File: config.mk
export PLATFORM = sky130hd
export DESIGN_NAME = cortex_m0_nvic_arb_flat
export DESIGN_NICKNAME = d
export VERILOG_FILES = /design/src/rtl/cortex_m0_nvic_arb_if.sv /design/src/rtl/cortex_m0_nvic_arb.sv /design/src/flat_wrapper.sv
export SDC_FILE = /design/constraint.sdc
export NUM_CORES = 1
export LEC_CHECK = 0
export ABC_AREA = 1
export CAP_MARGIN = 20
export CORE_ASPECT_RATIO = 0.5
export CORE_MARGIN = 3
export CORE_UTILIZATION = 30
export DETAILED_ROUTE_END_ITERATION = 10
export PLACE_DENSITY_LB_ADDON = 0.1
export SYNTH_ARGS = -nofsm -noshare
export SYNTH_HDL_FRONTEND = slang
export SYNTH_SLANG_ARGS = --single-unit
File: constraint.sdc
create_clock -name clk_i -period 25.3 [get_ports clk_i]
set_clock_uncertainty 0.05 [all_clocks]
set_input_delay 5.06 -clock clk_i [delete_from_list [all_inputs] [get_ports clk_i]]
set_output_delay 5.06 -clock clk_i [all_outputs]
set_load 0.02 [all_outputs]
File: src/rtl/cortex_m0_nvic_arb_if.sv
// NVIC port bundle: register bus, interrupt lines and the exception handshake to the core.
// Handshake: exc_req/exc_num are held by the NVIC; a transfer happens on a rising edge where
// exc_req=1 and exc_ack=1, after which exc_req is low for at least one cycle. exc_ret is a
// single-cycle strobe with no back-pressure.
interface cortex_m0_nvic_arb_if #(
   parameter int N_EXT_INT = 32
);
   logic [N_EXT_INT-1:0] ext_int;
   logic                 nmi;
   logic                 primask;
   logic                 bus_sel;
   logic                 bus_wr;
   logic [9:0]           bus_addr;
   logic [31:0]          bus_wdata;
   logic [31:0]          bus_rdata;
   logic                 exc_req;
   logic [5:0]           exc_num;
   logic                 exc_ack;
   logic                 exc_ret;
   logic [5:0]           exc_ret_num;

   modport master (
      output ext_int, nmi, primask, bus_sel, bus_wr, bus_addr, bus_wdata,
             exc_ack, exc_ret, exc_ret_num,
      input  bus_rdata, exc_req, exc_num
   );

   modport slave (
      input  ext_int, nmi, primask, bus_sel, bus_wr, bus_addr, bus_wdata,
             exc_ack, exc_ret, exc_ret_num,
      output bus_rdata, exc_req, exc_num
   );
endinterface

File: src/rtl/cortex_m0_nvic_arb.sv
// Nested vectored interrupt controller: enable/pending/active/priority state for up to 32 IRQs
// plus NMI, NVIC register bus, and registered arbitration of the best eligible exception.
module cortex_m0_nvic_arb #(
   parameter int N_EXT_INT = 32,
   parameter int PRIO_BITS = 2
) (
   input logic                  clk_i,
   input logic                  reset_i,
   cortex_m0_nvic_arb_if.slave  nvic
);

   localparam logic [32:0] MASK_WIDE = (33'd1 << N_EXT_INT) - 33'd1;
   localparam logic [31:0] IMPL      = MASK_WIDE[31:0];

   logic [31:0] ext_q, ext_d, hold_q, hold_d;
   logic [31:0] en_q, en_d, pend_q, pend_d, act_q, act_d;
   logic [31:0][PRIO_BITS-1:0] prio_q, prio_d;
   logic        nmi_q, nmi_hold_q, nmi_hold_d;
   logic        nmi_pend_q, nmi_pend_d, nmi_act_q, nmi_act_d;
   logic        exc_req_q, exc_req_d;
   logic [5:0]  exc_num_q, exc_num_d;
   logic [31:0] rdata_q, rdata_d;

   logic [31:0] ext32, edge32;
   logic [7:0]  word_a;
   logic        wr, rd, ipr_wr;
   logic [31:0] iser, icer, ispr, icpr;
   logic        ack_v, ack_nmi, ret_nmi, nmi_edge;
   logic [31:0] ack_vec, ret_vec, repend, elig;
   logic        run_valid, cand_found;
   logic [PRIO_BITS-1:0] run_prio, cand_prio;
   logic [4:0]  cand_idx;
   logic        irq_ok, any_cand;
   logic [5:0]  cand_num;

   assign ext32  = 32'(nvic.ext_int);
   assign word_a = 8'(nvic.bus_addr >> 2);
   assign wr     = nvic.bus_sel & nvic.bus_wr;
   assign rd     = nvic.bus_sel & ~nvic.bus_wr;
   assign ipr_wr = wr && (word_a[7:3] == 5'b11000);
   assign iser   = (wr && word_a == 8'h00) ? (nvic.bus_wdata & IMPL) : 32'd0;
   assign icer   = (wr && word_a == 8'h20) ? (nvic.bus_wdata & IMPL) : 32'd0;
   assign ispr   = (wr && word_a == 8'h40) ? (nvic.bus_wdata & IMPL) : 32'd0;
   assign icpr   = (wr && word_a == 8'h60) ? (nvic.bus_wdata & IMPL) : 32'd0;

   // hold_q masks lines that were already high when reset released until they drop once
   assign edge32     = ext32 & ~ext_q & ~hold_q;
   assign hold_d     = hold_q & ext32;
   assign nmi_edge   = nvic.nmi & ~nmi_q & ~nmi_hold_q;
   assign nmi_hold_d = nmi_hold_q & nvic.nmi;

   always_comb begin
      ack_v   = nvic.exc_ack & exc_req_q;
      ack_nmi = ack_v && (exc_num_q == 6'd2);
      ack_vec = 32'd0;
      if (ack_v && exc_num_q >= 6'd16 && exc_num_q <= 6'd47)
         ack_vec = (32'd1 << {exc_num_q[5], exc_num_q[3:0]}) & IMPL;
      ret_nmi = nvic.exc_ret && (nvic.exc_ret_num == 6'd2) && nmi_act_q;
      ret_vec = 32'd0;
      if (nvic.exc_ret && nvic.exc_ret_num >= 6'd16 && nvic.exc_ret_num <= 6'd47)
         ret_vec = (32'd1 << {nvic.exc_ret_num[5], nvic.exc_ret_num[3:0]}) & act_q;
      repend = ret_vec & ext32;
   end

   // Sets beat clears on the same bit: enable set over ICER, pend sources over ICPR/ack
   always_comb begin
      en_d       = (en_q & ~icer) | iser;
      pend_d     = (pend_q & ~(icpr | ack_vec)) | edge32 | ispr | repend;
      act_d      = (act_q | ack_vec) & ~ret_vec;
      nmi_pend_d = (nmi_pend_q & ~ack_nmi) | nmi_edge;
      nmi_act_d  = (nmi_act_q | ack_nmi) & ~ret_nmi;
      prio_d     = prio_q;
      for (int i = 0; i < 32; i++) begin
         if (ipr_wr && word_a[2:0] == 3'(i >> 2) && IMPL[i])
            prio_d[i] = nvic.bus_wdata[8*(i%4)+7 -: PRIO_BITS];
      end
   end

   always_comb begin
      run_valid = 1'b0;
      run_prio  = '0;
      for (int i = 0; i < 32; i++) begin
         if (act_q[i] && (!run_valid || prio_q[i] < run_prio)) begin
            run_valid = 1'b1;
            run_prio  = prio_q[i];
         end
      end
   end

   // Ascending scan with strict compare keeps the lowest IRQ number on priority ties
   always_comb begin
      elig       = en_q & pend_q & ~act_q & {32{~nvic.primask}};
      cand_found = 1'b0;
      cand_prio  = '0;
      cand_idx   = 5'd0;
      for (int i = 0; i < 32; i++) begin
         if (elig[i] && (!cand_found || prio_q[i] < cand_prio)) begin
            cand_found = 1'b1;
            cand_prio  = prio_q[i];
            cand_idx   = 5'(i);
         end
      end
      irq_ok   = cand_found && !nmi_act_q && (!run_valid || cand_prio < run_prio);
      any_cand = 1'b0;
      cand_num = exc_num_q;
      if (nmi_pend_q && !nmi_act_q) begin
         any_cand = 1'b1;
         cand_num = 6'd2;
      end else if (irq_ok) begin
         any_cand = 1'b1;
         cand_num = 6'd16 + {1'b0, cand_idx};
      end
      exc_req_d = ack_v ? 1'b0 : any_cand;
      exc_num_d = (!ack_v && any_cand) ? cand_num : exc_num_q;
   end

   always_comb begin
      rdata_d = rdata_q;
      if (rd) begin
         rdata_d = 32'd0;
         case (word_a)
            8'h00, 8'h20: rdata_d = en_q;
            8'h40, 8'h60: rdata_d = pend_q;
            default: begin
               if (word_a[7:3] == 5'b11000) begin
                  for (int k = 0; k < 4; k++)
                     rdata_d[8*k+7 -: PRIO_BITS] = prio_q[{word_a[2:0], 2'(k)}];
               end
            end
         endcase
      end
   end

   assign ext_d = ext32;

   always_ff @(posedge clk_i) begin
      if (reset_i) begin
         ext_q      <= '0;
         hold_q     <= ext32;
         nmi_q      <= 1'b0;
         nmi_hold_q <= nvic.nmi;
         en_q       <= '0;
         pend_q     <= '0;
         act_q      <= '0;
         prio_q     <= '0;
         nmi_pend_q <= 1'b0;
         nmi_act_q  <= 1'b0;
         exc_req_q  <= 1'b0;
         exc_num_q  <= 6'd0;
         rdata_q    <= 32'd0;
      end else begin
         ext_q      <= ext_d;
         hold_q     <= hold_d;
         nmi_q      <= nvic.nmi;
         nmi_hold_q <= nmi_hold_d;
         en_q       <= en_d;
         pend_q     <= pend_d;
         act_q      <= act_d;
         prio_q     <= prio_d;
         nmi_pend_q <= nmi_pend_d;
         nmi_act_q  <= nmi_act_d;
         exc_req_q  <= exc_req_d;
         exc_num_q  <= exc_num_d;
         rdata_q    <= rdata_d;
      end
   end

   assign nvic.exc_req   = exc_req_q;
   assign nvic.exc_num   = exc_num_q;
   assign nvic.bus_rdata = rdata_q;

endmodule

File: src/flat_wrapper.sv
// flat-port wrapper written by rule: the top's interface ports become plain ports
module cortex_m0_nvic_arb_flat 
#(
   parameter int N_EXT_INT = 32,
   parameter int PRIO_BITS = 2
)
  (clk_i, reset_i, nvic_ext_int, nvic_nmi, nvic_primask, nvic_bus_sel, nvic_bus_wr, nvic_bus_addr, nvic_bus_wdata, nvic_exc_ack, nvic_exc_ret, nvic_exc_ret_num, nvic_bus_rdata, nvic_exc_req, nvic_exc_num);
  cortex_m0_nvic_arb_if #(.N_EXT_INT(N_EXT_INT)) nvic_i ();
  input logic clk_i;
  input logic reset_i;
  input wire logic [$bits(nvic_i.ext_int)-1:0] nvic_ext_int;
  input wire logic [$bits(nvic_i.nmi)-1:0] nvic_nmi;
  input wire logic [$bits(nvic_i.primask)-1:0] nvic_primask;
  input wire logic [$bits(nvic_i.bus_sel)-1:0] nvic_bus_sel;
  input wire logic [$bits(nvic_i.bus_wr)-1:0] nvic_bus_wr;
  input wire logic [$bits(nvic_i.bus_addr)-1:0] nvic_bus_addr;
  input wire logic [$bits(nvic_i.bus_wdata)-1:0] nvic_bus_wdata;
  input wire logic [$bits(nvic_i.exc_ack)-1:0] nvic_exc_ack;
  input wire logic [$bits(nvic_i.exc_ret)-1:0] nvic_exc_ret;
  input wire logic [$bits(nvic_i.exc_ret_num)-1:0] nvic_exc_ret_num;
  output wire logic [$bits(nvic_i.bus_rdata)-1:0] nvic_bus_rdata;
  output wire logic [$bits(nvic_i.exc_req)-1:0] nvic_exc_req;
  output wire logic [$bits(nvic_i.exc_num)-1:0] nvic_exc_num;
  assign nvic_i.ext_int = nvic_ext_int;
  assign nvic_i.nmi = nvic_nmi;
  assign nvic_i.primask = nvic_primask;
  assign nvic_i.bus_sel = nvic_bus_sel;
  assign nvic_i.bus_wr = nvic_bus_wr;
  assign nvic_i.bus_addr = nvic_bus_addr;
  assign nvic_i.bus_wdata = nvic_bus_wdata;
  assign nvic_i.exc_ack = nvic_exc_ack;
  assign nvic_i.exc_ret = nvic_exc_ret;
  assign nvic_i.exc_ret_num = nvic_exc_ret_num;
  assign nvic_bus_rdata = nvic_i.bus_rdata;
  assign nvic_exc_req = nvic_i.exc_req;
  assign nvic_exc_num = nvic_i.exc_num;
  cortex_m0_nvic_arb #(.N_EXT_INT(N_EXT_INT), .PRIO_BITS(PRIO_BITS)) u_core (.clk_i(clk_i), .reset_i(reset_i), .nvic(nvic_i));
endmodule
==> results.cfg, run 1 <==
[timing]
relSlewSlack = 0.288
fin_crit_ns = 23.43
tightest_slew_ns = 1.06
timing.final.crit_share = 0.926
hold-worst-slack_ns = 0.421
layout_setup_ws_ns = 1.87
tns_ns = 0
hold_viol = 0
setup_viol = 0
max_freq_mhz = 42.7
maxSlewViolCount = 0

[floorplanning]
initial_core_util = 0.308
die-area_mm2 = 0.0571
die_w_um = 335
io_pins = 127
fp.coreArea_mm2 = 0.0527
die_height_um = 170
num_rows = 59

[logic_synthesis]
synth.net_count = 2758
synth-async-reset-ratio = 0
ys.flop_type = dfxtp_1
ys_seq_elements = 267
ys_seq_area_frac = 0.329
syn_inst = 2633
synth.area.top_cells = dfxtp_1, nand2_1, inv_1
ys_warn_count = 0
netlist.area_leader.share = 0.329
ys_types = 40
syn_avg_cell_area_um2 = 6.16
synth_edf_count = 0
netlist_area_mm2 = 0.0162
yosysTopAreaCell = dfxtp_1

[setup_path]
startpoint_type = register
crit_slowest_cell = dfxtp_4
cp_max_fo = 7
crit_type = reg2reg
slowest_delay_ns = 0.38
reg2reg_slack_ns = 1.87
required_ns = 25.78
rr_worst_depth = 227
crit_arrival_ns = 23.91
end_kind = register
cpMostUsedCell = nand2_1
reg2reg_to = u_core.nvic.exc_num[3]
r2r_start = u_core.act_q[0]
cp-startpoint = u_core.act_q[0]

[drt]
vias = 17600
ant_nets = 0
drt-total-wl_um = 69000
drc_errors = 0
avgViaCountPerCell = 5.04
wl_per_cell_um = 19.8
drt_first_pass_iters = 7
drt-initial-drc-count = 1462

[clock_network]
cts.sinks = 267
cts_buffer_depth = 3
insertion_delay_ns = 0.59
cts_inserted_buffers = 29
cts-root-buf = clkbuf_16
cts_max_level = 1
clk_pin_slew_ns = 0.07
cts_tree = done

[min_path]
hold_path_startpoint = u_core.hold_q[25]
min_path_type = reg2reg
hold_end = u_core.hold_q[25]
min_path_cells = 2

[placed_design]
gp_congestion = 0.923
io_buffers = 124
dp_cells = 3401
place_area_mm2 = 0.0182
dp_hpwl_um = 51100
pre_cts_slack_ns = 0.0720

[run_status]
outcome = complete, no violations

[power]
total_power_mw = 1.01
leakage_nw = 8.66
cellPowerDensity_mw_per_mm2 = 50.5
ir_drop_v = 0.0000581

[final_layout]
finalNetCount = 2888
finalNonFillerCells = 3487
design_area_mm2 = 0.0201
fin_util = 0.381
fillers = 5791
drive_above_1_share = 0.130
areaGrowthSynthToFinish_pct = 23.8

[grt]
grt_pass1_wl_um = 101000
first_global_vias = 15800
antenna_found_initial = 2
grtUsageTotal = 0.233
grt_max_degree = 79
grt-ovfl-total = 0

[flow_run]
cap_violations = 0
[sequential cells by signal (all words and copies together) (netlist names)]
signal,count
u_core.prio_q,64
u_core.act_q,32
u_core.en_q,32
u_core.ext_q,32
u_core.hold_q,32
u_core.nvic.bus_rdata,32
u_core.pend_q,32
u_core.nvic.exc_num,6
u_core.nmi_act_q,1
u_core.nmi_hold_q,1
u_core.nmi_pend_q,1
u_core.nmi_q,1
u_core.nvic.exc_req,1
[logic make-up after synthesis]
logic type	Yosys count	share of synthesized area
AO/OA/AOI/OAI	526	0.179
adder cells (fa/ha/maj)	37	0.0285
buffers and inverters	519	0.121
flip-flops	267	0.329
AND/OR/NAND/NOR	1284	0.342
[cells in the final DEF (no fill, tap or decap), types with 21 or more instances in the layout]
master           instances
nand4_1                 33
buf_4                   53
dfxtp_1                265
nand2_1                489
o21ai_2                 21
inv_2                   59
nand2_2                119
o22ai_1                 28
nand2_4                 34
nand3_1                236
clkbuf_16               29
inv_1                  371
nor3_1                  39
a21oi_1                171
nor2_1                 305
o211ai_1                35
o21ai_0                196
clkdlybuf4s50_1        123
ha_1                    37
[layer usage]
metal / vias up / track usage / part of all wire
li1: 8808 / - / -
met1: 8205 / 0.340 / 0.49
met2: 467 / 0.334 / 0.40
met3: 80 / 0.0718 / 0.090
met4: 2 / 0.0544 / 0.022
met5: - / 0 / 0.00019
[repair_timing]
item	in CTS	in global routing
hold buffers	0	0
gates cloned	0	0
pin swaps	0	66
gates resized for setup	1	179
setup buffers	0	32
endpoints found under the setup margin	3	7
[cells in the mapped netlist, types with 3 or more instances]
master,number
o21bai_1,4
buf_1,5
a31oi_1,18
o21ai_1,23
nand3_1,238
a211oi_1,16
o211ai_1,35
o21a_1,5
nand2_4,9
o221ai_1,12
nor4_2,3
nand2_1,580
nand2_2,53
o22ai_1,28
inv_1,374
nor4_1,13
nor3_1,40
clkinv_1,8
o21ai_0,208
inv_2,58
clkbuf_1,72
a21oi_1,171
dfxtp_1,267
nor2_1,309
ha_1,37
nand4_1,33
[where the power goes]
group / switching, mW / total, mW / internal, mW
clock network: 0.196 / 0.479 / 0.283
logic: 0.0562 / 0.0907 / 0.0345
registers: 0.00910 / 0.444 / 0.435
[layout make-up]
cell class | instances | area [um^2] | area share
Sequential cell | 267 | 5350 | 0.266
Tap cell | 701 | 877 | 0.0437
Clock buffer | 41 | 841 | 0.0419
Clock inverter | 12 | 204 | 0.0102
Antenna cell | 1 | 2.50 | 0.000125
Multi-Input combinational cell | 1847 | 9510 | 0.473
Inverter | 441 | 1660 | 0.0826
Timing Repair Buffer | 177 | 1640 | 0.0817
[worst max-delay path: cells and delay by family (launching register included)]
| kind | cells | cell delay [ns] |
|---|---|---|
| fa+ha+maj | 32 | 9.00 |
| compound gates | 31 | 2.22 |
| buf+inv | 1 | 0.15 |
| simple gates | 163 | 11.50 |
| flops | 1 | 0.38 |
[how the worst max path moves through the flow]
stage,end,slack [ns],depth (start not counted)
after floorplan,u_core.nvic.exc_num[0],3.49,213
after global placement,u_core.nvic.exc_num[0],0.25,200
after detailed placement,u_core.nvic.exc_num[0],0.07,200
after CTS,u_core.nvic.exc_num[0],0.06,202
after global routing,u_core.nvic.exc_num[3],-0.29,225
final,u_core.nvic.exc_num[3],1.87,227
Power figures use the tool's default switching activity.
==> inputs of run 2 (changes only) <==
Settings changed: RECOVER_POWER set to 25.
==> results.cfg, run 2 (synthesis results as in run 1) <==
[power]
cellPowerDensity_mw_per_mm2 = 50.5
ir_drop_v = 0.0000581
leakage_nw = 8.67

[clock_network]
cts.sinks = 267
insertion_delay_ns = 0.60
cts_tree = done
clk_pin_slew_ns = 0.07
cts-root-buf = clkbuf_16
holdBufCountCts = 0
cts_max_level = 1
cts_inserted_buffers = 29
cts_buffer_depth = 3

[setup_path]
cp_max_fo = 7
cpMostUsedCell = nand2_1
cp-startpoint = u_core.act_q[0]
r2r_start = u_core.act_q[0]
reg2reg_slack_ns = 1.88
crit_slowest_cell = dfxtp_4
required_ns = 25.78
crit_type = reg2reg
crit_arrival_ns = 23.91
startpoint_type = register
end_kind = register
slowest_delay_ns = 0.38

[timing]
fin_crit_ns = 23.42
tightest_slew_ns = 2.81
timing.final.crit_share = 0.926
maxSlewViolCount = 59
setup_viol = 0
hold_viol = 0
relSlewSlack = -0.875
max_freq_mhz = 42.7
layout_setup_ws_ns = 1.88

[grt]
grt-ovfl-total = 0
first_global_vias = 15800
grt_max_degree = 79
grt_pass1_wl_um = 101000
grtUsageTotal = 0.233
antenna_found_initial = 2

[final_layout]
layout_commonest_cell = nand2_1
regMostFlops = u_core.prio_q
finalNetCount = 2888
areaGrowthSynthToFinish_pct = 23.7
drive_above_1_share = 0.130
fin_util = 0.381
largest_reg_flops = 64
final_cell_mix = nand2_1, inv_1, nor2_1, dfxtp_1, nand3_1

[drt]
drt_first_pass_iters = 5
drt-total-wl_um = 68900
avgViaCountPerCell = 5.03
wl_per_cell_um = 19.8
ant_nets = 0
drc_errors = 0
drt-initial-drc-count = 1461
vias = 17600

[floorplanning]
num_rows = 59
initial_core_util = 0.308
die_w_um = 335
die-area_mm2 = 0.0571
die_height_um = 170
io_pins = 127
fp.coreArea_mm2 = 0.0527

[placed_design]
pre_cts_slack_ns = 0.0720
dp_hpwl_um = 51100
gp_congestion = 0.923
io_buffers = 124

[run_status]
outcome = finished, violations left
violations = capacitance limit, slew limit

[min_path]
hold_path_startpoint = u_core.hold_q[25]
min_path_type = reg2reg

[flow_run]
cap_violations = 1
-- run 2: cell count changes in the layout (fill, tap and decap cells not counted) --
cell             change
clkdlybuf4s50_1      -6
dlygate4sd3_1        +6
clkbuf_1             +1
buf_4                -1
-- run 2: worst max-delay path: cells and delay by family, from the launching register on --
kind / cells / cell delay [ns]
AO/OA/AOI/OAI: 31 / 2.22
AND/OR/NAND/NOR: 163 / 11.50
buffers and inverters: 1 / 0.15
flip-flops: 1 / 0.38
adder cells (fa/ha/maj): 32 / 9.00
-- run 2: worst paths after layout --
kind,endpoint,cells past startpoint
setup reg to reg,u_core.nvic.exc_num[3],227
hold reg to reg,u_core.hold_q[25],2
setup / recovery,u_core.nvic.exc_num[3],227
hold / removal,u_core.hold_q[25],2
-- run 2: power breakdown --
part	switching, mW	internal [mW]	leakage [nW]
clock	0.196	0.283	0.518
combinational	0.0562	0.0344	5.96
sequential	0.00909	0.435	2.19
-- run 2: metrics by stage --
| stage | hold slack (ns) | power, mW | setup TNS, ns | std cells | cell area, um^2 |
|---|---|---|---|---|---|
| 2_1_floorplan | 0.379 | 0.497 | 0 | 2633 | 16200 |
| 3_3_place_gp | 0.398 | 0.542 | 0 | 3401 | 18200 |
| 3_5_place_dp | 0.408 | 0.543 | 0 | 3401 | 18200 |
| 4_1_cts | 0.423 | 1.02 | 0 | 3454 | 19300 |
| 5_1_grt | 0.448 | 1.05 | -1.56 | 3486 | 20100 |
| 6_report | 0.421 | 1.01 | 0 | 3487 | 20100 |
-- run 2: final cells by class --
class | count | area (um^2)
Inverter | 441 | 1660
Clock buffer | 41 | 841
Multi-Input combinational cell | 1847 | 9510
Clock inverter | 12 | 204
Tap cell | 701 | 877
Sequential cell | 267 | 5350
Fill cell | 5791 | 32600
Antenna cell | 1 | 2.50
Timing Repair Buffer | 177 | 1640
-- run 2: per-layer routing --
metal | vias up | wire (um) | GRT usage
li1 | 8808 | - | -
met1 | 8204 | 33700 | 0.340
met2 | 462 | 27300 | 0.334
met3 | 80 | 6330 | 0.0718
met4 | 2 | 1550 | 0.0544
met5 | - | 13 | 0
-- run 2: repair_timing --
item | in CTS | in global routing
resized for setup | 1 | 179
buffers inserted | 0 | 32
pin swaps | 0 | 66
setup endpoints to repair | 3 | 7
endpoints found under the hold margin | 0 | 0
